### src/rtl/seq_alu_pkg.sv
// Shared types and constants for the sequential ALU.
// Op codes, FSM state encoding and the code-range boundaries for mul/div.
package seq_alu_pkg;

  typedef enum logic [4:0] {
    OpAdd    = 5'h00,
    OpSub    = 5'h01,
    OpAnd    = 5'h02,
    OpOr     = 5'h03,
    OpXor    = 5'h04,
    OpSlt    = 5'h05,
    OpSltu   = 5'h06,
    OpSll    = 5'h07,
    OpSra    = 5'h08,
    OpSrl    = 5'h09,
    OpMul    = 5'h0A,
    OpMulh   = 5'h0B,
    OpMulhsu = 5'h0C,
    OpMulhu  = 5'h0D,
    OpDiv    = 5'h0E,
    OpDivu   = 5'h0F,
    OpRem    = 5'h10,
    OpRemu   = 5'h11
  } alu_op_e;

  typedef enum logic [1:0] {
    StIdle,
    StMul,
    StDiv,
    StDone
  } seq_alu_state_e;

  localparam logic [4:0] MulFirst = 5'h0A;
  localparam logic [4:0] DivFirst = 5'h0E;
  localparam logic [4:0] DivLast  = 5'h11;

endpackage

### src/rtl/seq_muldiv_iter.sv
// Iterative multiply / divide datapath.
// Multiply: XLEN shift-add steps on a 2*XLEN product; a signed multiplier's MSB step subtracts.
// Divide: XLEN restoring steps on operand magnitudes, sign-corrected on the final step.
// o_done/o_result are combinational during the last step so the caller can register them.
module seq_muldiv_iter
  import seq_alu_pkg::*;
#(
  parameter int unsigned XLEN = 32
) (
  input  logic            i_clk,
  input  logic            i_rst_n,
  input  logic            i_start,
  input  alu_op_e         i_op,
  input  logic [XLEN-1:0] i_a,
  input  logic [XLEN-1:0] i_b,
  output logic            o_done,
  output logic [XLEN-1:0] o_result
);

  localparam int unsigned SHW = $clog2(XLEN);
  localparam int unsigned PW  = 2 * XLEN;

  logic [SHW-1:0]  r_cnt;
  logic            r_busy, r_is_div, r_b_signed, r_hi, r_neg_q, r_neg_r, r_want_rem;
  logic [PW-1:0]   r_prod, r_mcand;
  logic [XLEN-1:0] r_mplier, r_rem, r_quo, r_divisor;

  logic            w_a_signed, w_div_signed, w_a_neg, w_b_neg;
  logic [XLEN-1:0] w_a_mag, w_b_mag;
  logic            w_last;
  logic [PW-1:0]   w_addend, w_prod_nxt;
  logic [XLEN:0]   w_shift, w_diff;
  logic [XLEN-1:0] w_rem_nxt, w_quo_nxt, w_q_fix, w_r_fix;

  // Operand preparation at start: sign handling per op.
  always_comb begin
    w_a_signed   = (i_op == OpMulh) || (i_op == OpMulhsu);
    w_div_signed = (i_op == OpDiv) || (i_op == OpRem);
    w_a_neg      = w_div_signed && i_a[XLEN-1];
    w_b_neg      = w_div_signed && i_b[XLEN-1];
    w_a_mag      = w_a_neg ? -i_a : i_a;
    w_b_mag      = w_b_neg ? -i_b : i_b;
  end

  // One iteration step for both datapaths, plus the sign-corrected final result.
  always_comb begin
    w_last     = (r_cnt == SHW'(XLEN - 1));
    // Signed multiplier: the MSB carries weight -2^(XLEN-1).
    w_addend   = (r_b_signed && w_last) ? -r_mcand : r_mcand;
    w_prod_nxt = r_mplier[0] ? (r_prod + w_addend) : r_prod;
    w_shift    = {r_rem, r_quo[XLEN-1]};
    w_diff     = w_shift - {1'b0, r_divisor};
    if (w_diff[XLEN]) begin
      w_rem_nxt = w_shift[XLEN-1:0];
      w_quo_nxt = {r_quo[XLEN-2:0], 1'b0};
    end else begin
      w_rem_nxt = w_diff[XLEN-1:0];
      w_quo_nxt = {r_quo[XLEN-2:0], 1'b1};
    end
    w_q_fix = r_neg_q ? -w_quo_nxt : w_quo_nxt;
    w_r_fix = r_neg_r ? -w_rem_nxt : w_rem_nxt;
    if (r_is_div) begin
      o_result = r_want_rem ? w_r_fix : w_q_fix;
    end else begin
      o_result = r_hi ? w_prod_nxt[PW-1:XLEN] : w_prod_nxt[XLEN-1:0];
    end
    o_done = r_busy && w_last;
  end

  // Load operands on start, then step once per cycle until the last iteration.
  always_ff @(posedge i_clk) begin
    if (!i_rst_n) begin
      r_busy     <= 1'b0;
      r_cnt      <= '0;
      r_is_div   <= 1'b0;
      r_b_signed <= 1'b0;
      r_hi       <= 1'b0;
      r_neg_q    <= 1'b0;
      r_neg_r    <= 1'b0;
      r_want_rem <= 1'b0;
      r_prod     <= '0;
      r_mcand    <= '0;
      r_mplier   <= '0;
      r_rem      <= '0;
      r_quo      <= '0;
      r_divisor  <= '0;
    end else if (i_start) begin
      r_busy     <= 1'b1;
      r_cnt      <= '0;
      r_is_div   <= i_op inside {OpDiv, OpDivu, OpRem, OpRemu};
      r_b_signed <= (i_op == OpMulh);
      r_hi       <= (i_op != OpMul);
      r_neg_q    <= w_a_neg ^ w_b_neg;
      r_neg_r    <= w_a_neg;
      r_want_rem <= (i_op == OpRem) || (i_op == OpRemu);
      r_prod     <= '0;
      r_mcand    <= w_a_signed ? {{XLEN{i_a[XLEN-1]}}, i_a} : {{XLEN{1'b0}}, i_a};
      r_mplier   <= i_b;
      r_rem      <= '0;
      r_quo      <= w_a_mag;
      r_divisor  <= w_b_mag;
    end else if (r_busy) begin
      r_prod   <= w_prod_nxt;
      r_mcand  <= r_mcand << 1;
      r_mplier <= r_mplier >> 1;
      r_rem    <= w_rem_nxt;
      r_quo    <= w_quo_nxt;
      if (w_last) begin
        r_busy <= 1'b0;
        r_cnt  <= '0;
      end else begin
        r_cnt <= r_cnt + 1'b1;
      end
    end
  end

endmodule

### src/rtl/seq_alu.sv
// Multi-cycle ALU with valid/ready handshakes on both sides.
// Base ops, undefined codes and divide special cases retire one cycle after accept;
// mul*/div/rem iterate for XLEN cycles in seq_muldiv_iter.
// Build option: SEQ_ALU_FAST_MUL_EN selects a combinational multiplier (1-cycle mul*).
module seq_alu
  import seq_alu_pkg::*;
#(
  parameter int unsigned XLEN = 32
) (
  input  logic            clk,
  input  logic            reset_n,
  input  logic            in_valid,
  output logic            in_ready,
  input  logic [4:0]      op,
  input  logic [XLEN-1:0] a,
  input  logic [XLEN-1:0] b,
  output logic            out_valid,
  input  logic            out_ready,
  output logic [XLEN-1:0] result,
  output logic            zero,
  output logic            eq,
  output logic            lt,
  output logic            ltu
);

  localparam int unsigned SHW = $clog2(XLEN);
  localparam logic [XLEN-1:0] MinNeg = {1'b1, {(XLEN-1){1'b0}}};

  seq_alu_state_e  r_state;
  logic [XLEN-1:0] r_result;
  logic            r_out_valid, r_zero, r_eq, r_lt, r_ltu;

  alu_op_e         w_op;
  logic            w_is_mul, w_is_div, w_div_signed, w_div_by_zero, w_div_ovf;
  logic            w_iter_mul, w_iter_div, w_accept, w_md_start, w_md_done;
  logic [SHW-1:0]  w_shamt;
  logic [XLEN-1:0] w_quick, w_md_result;
`ifdef SEQ_ALU_FAST_MUL_EN
  logic [2*XLEN-1:0] w_a_ext, w_b_ext, w_prod;
`endif

  assign w_op = alu_op_e'(op);

  // Op classification, single-cycle results and divide special cases.
  always_comb begin
    w_is_mul      = (op >= MulFirst) && (op < DivFirst);
    w_is_div      = (op >= DivFirst) && (op <= DivLast);
    w_div_signed  = (w_op == OpDiv) || (w_op == OpRem);
    w_div_by_zero = (b == '0);
    w_div_ovf     = w_div_signed && (a == MinNeg) && (b == '1);
`ifdef SEQ_ALU_FAST_MUL_EN
    w_iter_mul = 1'b0;
    w_a_ext    = ((w_op == OpMulh) || (w_op == OpMulhsu)) ? {{XLEN{a[XLEN-1]}}, a}
                                                          : {{XLEN{1'b0}}, a};
    w_b_ext    = (w_op == OpMulh) ? {{XLEN{b[XLEN-1]}}, b} : {{XLEN{1'b0}}, b};
    w_prod     = w_a_ext * w_b_ext;
`else
    w_iter_mul = w_is_mul;
`endif
    w_iter_div = w_is_div && !w_div_by_zero && !w_div_ovf;
    w_accept   = in_valid && (r_state == StIdle);
    w_md_start = w_accept && (w_iter_mul || w_iter_div);
    w_shamt    = b[SHW-1:0];
    w_quick    = '0;
    case (w_op)
      OpAdd:  w_quick = a + b;
      OpSub:  w_quick = a - b;
      OpAnd:  w_quick = a & b;
      OpOr:   w_quick = a | b;
      OpXor:  w_quick = a ^ b;
      OpSlt:  w_quick = {{(XLEN-1){1'b0}}, $signed(a) < $signed(b)};
      OpSltu: w_quick = {{(XLEN-1){1'b0}}, a < b};
      OpSll:  w_quick = a << w_shamt;
      OpSra:  w_quick = $unsigned($signed(a) >>> w_shamt);
      OpSrl:  w_quick = a >> w_shamt;
`ifdef SEQ_ALU_FAST_MUL_EN
      OpMul:                     w_quick = w_prod[XLEN-1:0];
      OpMulh, OpMulhsu, OpMulhu: w_quick = w_prod[2*XLEN-1:XLEN];
`endif
      // Only reached for the special cases; regular divides iterate.
      OpDiv, OpDivu: w_quick = w_div_by_zero ? '1 : a;
      OpRem, OpRemu: w_quick = w_div_by_zero ? a : '0;
      default:       w_quick = '0;
    endcase
  end

  seq_muldiv_iter #(
    .XLEN(XLEN)
  ) u_muldiv (
    .i_clk   (clk),
    .i_rst_n (reset_n),
    .i_start (w_md_start),
    .i_op    (w_op),
    .i_a     (a),
    .i_b     (b),
    .o_done  (w_md_done),
    .o_result(w_md_result)
  );

  // Control FSM with registered result, flags and out_valid.
  always_ff @(posedge clk) begin
    if (!reset_n) begin
      r_state     <= StIdle;
      r_result    <= '0;
      r_out_valid <= 1'b0;
      r_zero      <= 1'b0;
      r_eq        <= 1'b0;
      r_lt        <= 1'b0;
      r_ltu       <= 1'b0;
    end else begin
      case (r_state)
        StIdle: begin
          if (in_valid) begin
            r_eq  <= (a == b);
            r_lt  <= ($signed(a) < $signed(b));
            r_ltu <= (a < b);
            if (w_iter_mul) begin
              r_state <= StMul;
            end else if (w_iter_div) begin
              r_state <= StDiv;
            end else begin
              r_state     <= StDone;
              r_result    <= w_quick;
              r_zero      <= (w_quick == '0);
              r_out_valid <= 1'b1;
            end
          end
        end
        StMul, StDiv: begin
          if (w_md_done) begin
            r_state     <= StDone;
            r_result    <= w_md_result;
            r_zero      <= (w_md_result == '0);
            r_out_valid <= 1'b1;
          end
        end
        StDone: begin
          if (out_ready) begin
            r_state     <= StIdle;
            r_out_valid <= 1'b0;
          end
        end
        default: r_state <= StIdle;
      endcase
    end
  end

  assign in_ready  = (r_state == StIdle);
  assign out_valid = r_out_valid;
  assign result    = r_result;
  assign zero      = r_zero;
  assign eq        = r_eq;
  assign lt        = r_lt;
  assign ltu       = r_ltu;

endmodule

### config.mk
export PLATFORM = sky130hd
export DESIGN_NAME = seq_alu
export DESIGN_NICKNAME = d
export VERILOG_FILES = /design/src/rtl/seq_alu_pkg.sv /design/src/rtl/seq_muldiv_iter.sv /design/src/rtl/seq_alu.sv
export SDC_FILE = /design/constraint.sdc
export NUM_CORES = 2
export LEC_CHECK = 0
export CAP_MARGIN = 20
export CORE_MARGIN = 5
export CORE_UTILIZATION = 51
export CTS_CLUSTER_DIAMETER = 50
export CTS_CLUSTER_SIZE = 24
export DETAILED_ROUTE_END_ITERATION = 8
export PLACE_DENSITY = 0.78
export SLEW_MARGIN = 30
export SYNTH_ARGS = -nofsm -noshare
export SYNTH_HDL_FRONTEND = slang
export SYNTH_SLANG_ARGS = --single-unit
### constraint.sdc
create_clock -name clk -period 12.13 [get_ports clk]
set_input_delay 1.8195 -clock clk [delete_from_list [all_inputs] [get_ports clk]]
set_output_delay 1.8195 -clock clk [all_outputs]
set_load 0.05 [all_outputs]
# Word-level counts from Yosys, hierarchy flattened
# Index checks and enable logic that the tools add are counted.
# word_totals
reg_bits,307
output_inout_bits,38
# op_classes
n_addsub,10
reduce_logical,34
n_eq_ne,28
n_shift,3
mux,47
bitwise,5
n_lt_le_gt_ge,6
# op_table
operator,count
$mux W32,18
$pmux W32 S12,1
$mux W64,5
$neg A32 Y32,4
$logic_not A32 Y1,3
$add A64 B64 Y64,1
$eq A32 B32 Y1 const B,2
$lt A32 B32 Y1,2
$neg A64 Y64,1
$pmux W32 S2,1
$sub A33 B32 Y33,1
$add A32 B32 Y32,1
$and A32 B32 Y32,1
$eq A32 B32 Y1,1
$or A32 B32 Y32,1
$shl A32 B5 Y32,1
$shr A32 B5 Y32,1
$sshr A32 B5 Y32,1
$sub A32 B32 Y32,1
$xor A32 B32 Y32,1
$eq A5 B4 Y1 const B,6
$eq A5 B3 Y1 const B,4
$eq A5 B5 Y1 const B,3
$mux W1,14
other kinds (29),58

# Depth between registers and ports, before layout
# logic_depth
depth_word,10
ltp_mapped,32
mapped_depth_nobuf,27

# Modules after synthesis
# From an unflattened synthesis, not the netlist that was laid out.
# hier_totals
hier_cells,4703
hier_area_um2,34655.7
# modules_own_cells
module,area_each_um2,cells_each,seq_area_each_um2,instances
seq_muldiv_iter,22482.8,2996,5365.1,1
seq_alu,12172.9,1707,780.7,1

# Worst setup path after synthesis
# Ideal clock, no wire load.
# synth_timing
path_type,register -> register
from,register u_muldiv.r_quo[31]
to,register r_zero (netlist: zero)
path_stages_with_launch,32
arrival_time_ns,6.831
slack_ns,5.230
n_path_buf,5
setup_ns,0.069
required_ns,12.061
path_cell_list,dfxtp_1 inv_1 ha_1 inv_1 fa_1 a211o_1 a211o_1 nand3_1 a21o_1 and3_1 buf_2 nor2_4 inv_2 buf_1 clkbuf_1 buf_1 buf_1 nor2_1 a21oi_1 ha_1 nand3_1 or3_1 nor3_1 o211ai_1 o31a_1 o21ai_1 xor2_1 a221o_1 or4b_1 or4_1 or4_1 o21ai_1
# synth_via
elab_chain_len,9
word_cells_on_any_way,12
classes_between,add/sub: 3; mux: 8; reduce/logical: 1
# synth_lines
item,line_no,rtl
start: declaration,seq_muldiv_iter.sv:26,"logic [XLEN-1:0] r_mplier, r_rem, r_quo, r_divisor;"
start signal: assignment,seq_muldiv_iter.sv:100,r_quo <= w_a_mag;
start signal: assignment,seq_muldiv_iter.sv:107,r_quo <= w_quo_nxt;
$sub A33 B32 Y33,seq_muldiv_iter.sv:52,"w_diff = w_shift - {1'b0, r_divisor};"
$mux W1 / $mux W32 (equally long branches),seq_muldiv_iter.sv:53,if (w_diff[XLEN]) begin
"$neg A32 Y32, on equally long branches","seq_muldiv_iter.sv:60, seq_muldiv_iter.sv:61",
"$mux W32, on equally long branches","seq_muldiv_iter.sv:60, seq_muldiv_iter.sv:61",
$mux W32 *,seq_muldiv_iter.sv:63,o_result = r_want_rem ? w_r_fix : w_q_fix;
$mux W32 *,seq_muldiv_iter.sv:62,if (r_is_div) begin
$logic_not A32 Y1 *,seq_alu.sv:133,r_zero <= (w_md_result == '0);
$mux W1 *,seq_alu.sv:130,if (w_md_done) begin
$pmux W1 S2 *,seq_alu.sv:111,case (r_state)
end signal: assignment,seq_alu.sv:124,r_zero <= (w_quick == '0);
end signal: assignment,seq_alu.sv:133,
end: declaration,seq_alu.sv:31,"logic r_out_valid, r_zero, r_eq, r_lt, r_ltu;"
# Every way passes the cells marked *; elsewhere a longest branch is shown, timed or not. The select of a mux whose other input is x is not followed.
# A chain may end at the register's enable or synchronous reset.

# Worst setup path after layout
# layout_timing
from,register u_muldiv.r_mcand[7]
to,register r_zero (netlist: zero)
# layout_via
elab_chain_len,9
# layout_lines
item,line_no,rtl
start: declaration,seq_muldiv_iter.sv:25,"logic [PW-1:0] r_prod, r_mcand;"
start signal: assignment,seq_muldiv_iter.sv:97,"r_mcand <= w_a_signed ? {{XLEN{i_a[XLEN-1]}}, i_a} : {{XLEN{1'b0}}, i_a};"
start signal: assignment,seq_muldiv_iter.sv:104,r_mcand <= r_mcand << 1;
$neg A64 Y64,seq_muldiv_iter.sv:49,w_addend = (r_b_signed && w_last) ? -r_mcand : r_mcand;
$mux W64 *,seq_muldiv_iter.sv:49,
$add A64 B64 Y64 *,seq_muldiv_iter.sv:50,w_prod_nxt = r_mplier[0] ? (r_prod + w_addend) : r_prod;
$mux W64 *,seq_muldiv_iter.sv:50,
$mux W32 *,seq_muldiv_iter.sv:65,o_result = r_hi ? w_prod_nxt[PW-1:XLEN] : w_prod_nxt[XLEN-1:0];
$mux W32 *,seq_muldiv_iter.sv:62,
$logic_not A32 Y1 *,seq_alu.sv:133,
$mux W1 *,seq_alu.sv:130,
$pmux W1 S2 *,seq_alu.sv:111,
# Marked as above.

==> impl_results.html <==
<table>
<tr><th>Metric</th><th>Value</th></tr>
<tr><th colspan="2">Finish</th></tr>
<tr><td>Growth of design area from synthesis to finish</td><td>9.201%</td></tr>
<tr><td>Share of cells above drive strength 1</td><td>0.06924</td></tr>
<tr><td>Layout net count</td><td>4794</td></tr>
<tr><td>Non-filler cells in the finished layout</td><td>approximately 5400</td></tr>
<tr><td>Most common cell after layout, fill and taps aside</td><td>sky130_fd_sc_hd__nor2_1</td></tr>
<tr><td>Final Instance Area</td><td>~0.037 mm^2</td></tr>
<tr><td>Commonest non-fill, non-tap cells in the layout</td><td>600 x sky130_fd_sc_hd__nor2_1, 418 x sky130_fd_sc_hd__a21oi_1, 373 x sky130_fd_sc_hd__nand2_1</td></tr>
<tr><th colspan="2">Critical path</th></tr>
<tr><td>Reg-to-reg critical path startpoint</td><td>u_muldiv.r_mcand[7]</td></tr>
<tr><td>Nature of the critical path startpoint</td><td>register</td></tr>
<tr><td>Type of the worst setup path</td><td>reg -&gt; reg</td></tr>
<tr><td>Worst setup path endpoint</td><td>zero</td></tr>
<tr><td>Reg-to-reg endpoint</td><td>zero</td></tr>
<tr><td>Worst-path fanout max</td><td>7</td></tr>
<tr><td>Startpoint of the most critical setup path</td><td>u_muldiv.r_mcand[7]</td></tr>
<tr><td>Arrival time of data at the critical path endpoint</td><td>8.06 ns</td></tr>
<tr><td>Critical Path Sink Type</td><td>register</td></tr>
<tr><td>Slack of the worst reg-to-reg path</td><td>4.58 ns</td></tr>
<tr><td>FF-to-FF path depth</td><td>24</td></tr>
<tr><td>WP data required</td><td>between 10 and 15 ns</td></tr>
<tr><th colspan="2">Floorplan</th></tr>
<tr><td>Die area</td><td>approximately 0.07 mm^2</td></tr>
<tr><td>X dimension of the die</td><td>between 200 and 300 um</td></tr>
<tr><td>Area of the core</td><td>0.06563 mm^2</td></tr>
<tr><td>Initial core utilization</td><td>0.5138</td></tr>
<tr><td>Top Ports</td><td>approximately 110</td></tr>
<tr><td>Number of rows in the core area</td><td>94</td></tr>
<tr><td>Die span in y</td><td>roughly 270 um</td></tr>
<tr><th colspan="2">Clock tree</th></tr>
<tr><td>CTS Buffer Depth</td><td>3</td></tr>
<tr><td>Post-CTS Hold Buffers</td><td>0</td></tr>
<tr><td>TritonCTS buffer count</td><td>40</td></tr>
<tr><td>Total setup buffers inserted after CTS</td><td>0</td></tr>
<tr><td>Level count of the clock H-tree</td><td>2</td></tr>
<tr><td>TritonCTS clock tree</td><td>built</td></tr>
<tr><td>Insertion delay to the later sink of the worst-skew pair</td><td>about 0.59 ns</td></tr>
<tr><td>Buffer cell driving the clock tree root</td><td>sky130_fd_sc_hd__clkbuf_16</td></tr>
<tr><td>Clk pin slew, worst setup/hold paths</td><td>0.07 ns</td></tr>
<tr><td>Number of resized instances in the post-cts repair step</td><td>0</td></tr>
<tr><td>Total number of clock tree sinks</td><td>slightly above 300</td></tr>
<tr><th colspan="2">Yosys</th></tr>
<tr><td>Yosys warns</td><td>0</td></tr>
<tr><td>Sequential fraction of the synthesis area</td><td>0.1822</td></tr>
<tr><td>Register bit count reported by yosys</td><td>around 310</td></tr>
<tr><td>Number of enable-type register cells in the synthesized netlist</td><td>0</td></tr>
<tr><td>Post-synthesis cell count</td><td>around 4600</td></tr>
<tr><td>Most common flop cell mapped by yosys</td><td>sky130_fd_sc_hd__dfxtp_1</td></tr>
<tr><td>Synthesized cell area</td><td>between 0.03 and 0.04 mm^2</td></tr>
<tr><td>Net count after synthesis</td><td>4906</td></tr>
<tr><td>Post-Syn Area per Cell</td><td>between 7 and 8 um^2</td></tr>
<tr><td>Post-synthesis cell type count</td><td>between 90 and 100</td></tr>
<tr><td>Share of synthesized flip-flops with an asynchronous set or reset</td><td>0</td></tr>
<tr><th colspan="2">Timing</th></tr>
<tr><td>Pin slew with the least headroom to its limit</td><td>1.083 ns</td></tr>
<tr><td>Number of max-slew violations in the final report</td><td>0</td></tr>
<tr><td>Final number of hold-violating endpoints</td><td>0</td></tr>
<tr><td>Setup violations, final</td><td>0</td></tr>
<tr><td>Setup TNS</td><td>0 ns</td></tr>
<tr><td>Setup clock skew after layout</td><td>approximately 0.047 ns</td></tr>
<tr><td>Post-route clock period utilization</td><td>0.6222</td></tr>
<tr><td>Time the final worst path needs with I/O delays and setup</td><td>around 7.5 ns</td></tr>
<tr><td>Slew margin rel.</td><td>0.2759</td></tr>
<tr><td>RSZ-0062 raised after global routing</td><td>no</td></tr>
<tr><td>Max Fclk</td><td>around 130 MHz</td></tr>
<tr><th colspan="2">Placed design</th></tr>
<tr><td>Number of buffer cells added on primary ports</td><td>110</td></tr>
<tr><td>Area post-placement</td><td>0.03531 mm^2</td></tr>
<tr><td>Hpwl dp</td><td>111.6 mm</td></tr>
<tr><td>Inst Count DP</td><td>approximately 5300</td></tr>
<tr><td>Weighted congestion at the end of routability-driven global placement</td><td>about 1.1</td></tr>
<tr><th colspan="2">Route</th></tr>
<tr><td>DRC viols</td><td>0</td></tr>
<tr><td>Routed WL</td><td>approximately 150 mm</td></tr>
<tr><td>Post-DR wirelength/cell</td><td>roughly 27 um</td></tr>
<tr><td>Pre-Repair DR Iteration Count</td><td>7</td></tr>
<tr><td>Number of nets with antenna violations after routing</td><td>0</td></tr>
<tr><td>Ratio of routed vias to standard cells</td><td>roughly 6.9</td></tr>
<tr><td>Number of vias in the routed layout</td><td>approximately 37000</td></tr>
<tr><td>Number of violations reported at the end of detailed-routing iteration 0</td><td>roughly 5000</td></tr>
<tr><th colspan="2">Pwr</th></tr>
<tr><td>Worst ir drop on vdd</td><td>~0.00014 V</td></tr>
<tr><td>Leak</td><td>around 14 nW</td></tr>
<tr><td>Ratio of total power to cell area</td><td>between 150 and 200 mW/mm^2</td></tr>
<tr><td>Total power of the final layout</td><td>between 5 and 6 mW</td></tr>
<tr><th colspan="2">Global route</th></tr>
<tr><td>Maximum number of pins on one net before global-route repair</td><td>181</td></tr>
<tr><td>Combined global-route utilization of all metal layers</td><td>0.3925</td></tr>
<tr><td>Antenna violations before repair</td><td>5</td></tr>
<tr><td>Residual overflow from global routing</td><td>0</td></tr>
<tr><td>Via count of the first global-routing pass</td><td>33637</td></tr>
<tr><td>First-pass GRT wire length</td><td>roughly 220 mm</td></tr>
<tr><th colspan="2">Status</th></tr>
<tr><td>Status</td><td>finished, final reports clean</td></tr>
<tr><th colspan="2">Job</th></tr>
<tr><td>Max-capacitance violation count</td><td>0</td></tr>
<tr><th colspan="2">Worst hold path</th></tr>
<tr><td>Hold path cells</td><td>2</td></tr>
<tr><td>Hold Crit Class</td><td>reg -&gt; reg</td></tr>
</table>
[kinds of logic (layout without fill, tap and decap cells)]
| group | Yosys count | in the layout | synth area share |
|---|---|---|---|
| AND/OR/NAND/NOR | 1516 | 1516 | 0.2053 |
| AO/OA/AOI/OAI | 1471 | 1471 | 0.2883 |
| buffers and inverters | 536 | 455 | 0.06033 |
| flip-flops | 307 | 307 | 0.1822 |
| multiplexers | 300 | 300 | 0.1124 |
| XOR/XNOR | 269 | 269 | 0.07009 |
| adder cells (fa/ha/maj) | 217 | 217 | 0.08140 |
| other | 0 | 2 | 0 |
[final cells by class]
cell class / count / area (um^2)
Inverter: 186 / 700.7
Multi-Input combinational cell: 3773 / 25660
Antenna cell: 2 / 5.005
Clock buffer: 43 / 1042
Clock inverter: 30 / 425.4
Tap cell: 864 / 1081
Fill cell: 6295 / 28800
Sequential cell: 307 / 6152
Timing Repair Buffer: 196 / 1759
[Yosys cell counts (all sizes together), types with 67 or more instances]
cell	instances	share of area
o21ai	246	0.037
a21oi	419	0.062
clkbuf	311	0.035
xnor2	188	0.049
nand3	76	0.011
mux2i	211	0.063
a21o	68	0.015
o211ai	67	0.015
dfxtp	307	0.18
xor2	81	0.021
nor3	104	0.015
inv	182	0.020
ha	213	0.079
nor2	601	0.067
nand2	377	0.042
a211oi	218	0.049
[where the power goes]
part           switching [mW]  internal [mW]  leakage [nW]  total [mW]
clock                   0.573          0.731         0.714        1.30
combinational            2.22           1.10          10.6        3.32
sequential              0.147           1.14          2.50        1.28
total                    2.94           2.97          13.8        5.91
[routing by layer]
layer / share of wire / track usage
met1: 0.40 / 0.5247
met4: 0.068 / 0.2086
met2: 0.42 / 0.5903
met5: 0 / 0
met3: 0.11 / 0.08957
[worst min path at each step]
stage                     slack, ns                     end              startpoint
after floorplan                0.43  u_muldiv.r_divisor[25]  u_muldiv.r_divisor[25]
after global placement         0.44              result[26]              result[26]
after detailed placement       0.45  u_muldiv.r_divisor[25]  u_muldiv.r_divisor[25]
after CTS                      0.45  u_muldiv.r_divisor[25]  u_muldiv.r_divisor[25]
after global routing           0.47  u_muldiv.r_divisor[26]  u_muldiv.r_divisor[26]
final                          0.46  u_muldiv.r_divisor[26]  u_muldiv.r_divisor[26]
[flip-flops by register name (all words and copies together), names as in the netlist, 2 cells and up]
signal / count
u_muldiv.r_mcand: 64
u_muldiv.r_prod: 64
result: 32
u_muldiv.r_divisor: 32
u_muldiv.r_mplier: 32
u_muldiv.r_quo: 32
u_muldiv.r_rem: 32
u_muldiv.r_cnt: 5
r_state: 2
[worst max-delay path: stages (launching register included)]
cell and delay (ns):
sky130_fd_sc_hd__dfxtp_1 0.38, sky130_fd_sc_hd__or4_1 0.62, sky130_fd_sc_hd__or3_1 0.36, sky130_fd_sc_hd__nor2_1 0.20, sky130_fd_sc_hd__and3_1 0.29, sky130_fd_sc_hd__and3_1 0.38
sky130_fd_sc_hd__nand2_1 0.17, sky130_fd_sc_hd__nor3_1 0.27, sky130_fd_sc_hd__nor2_1 0.09, sky130_fd_sc_hd__xor2_1 0.18, sky130_fd_sc_hd__ha_1 0.43, sky130_fd_sc_hd__nand4_1 0.16
sky130_fd_sc_hd__nor4_1 0.59, sky130_fd_sc_hd__nand2_1 0.11, sky130_fd_sc_hd__o32ai_1 0.29, sky130_fd_sc_hd__nor2_1 0.21, sky130_fd_sc_hd__o31ai_1 0.29, sky130_fd_sc_hd__xnor2_1 0.22
sky130_fd_sc_hd__nand2_1 0.08, sky130_fd_sc_hd__and3_1 0.24, sky130_fd_sc_hd__a221o_1 0.31, sky130_fd_sc_hd__or4b_1 0.59, sky130_fd_sc_hd__or4_1 0.51, sky130_fd_sc_hd__or4_1 0.41
sky130_fd_sc_hd__o21ai_1 0.14
[per-stage QoR]
step / setup WS [ns] / utilization / hold WS (ns)
floorplan: 5.230 / - / 0.4319
global placement: 4.612 / 0.5376 / 0.4398
detailed placement: 4.391 / 0.5380 / 0.4453
CTS: 4.733 / 0.5604 / 0.4540
global route: 3.994 / 0.5610 / 0.4677
finish: 4.582 / 0.5611 / 0.4582
(Power assumes the default switching activity.)
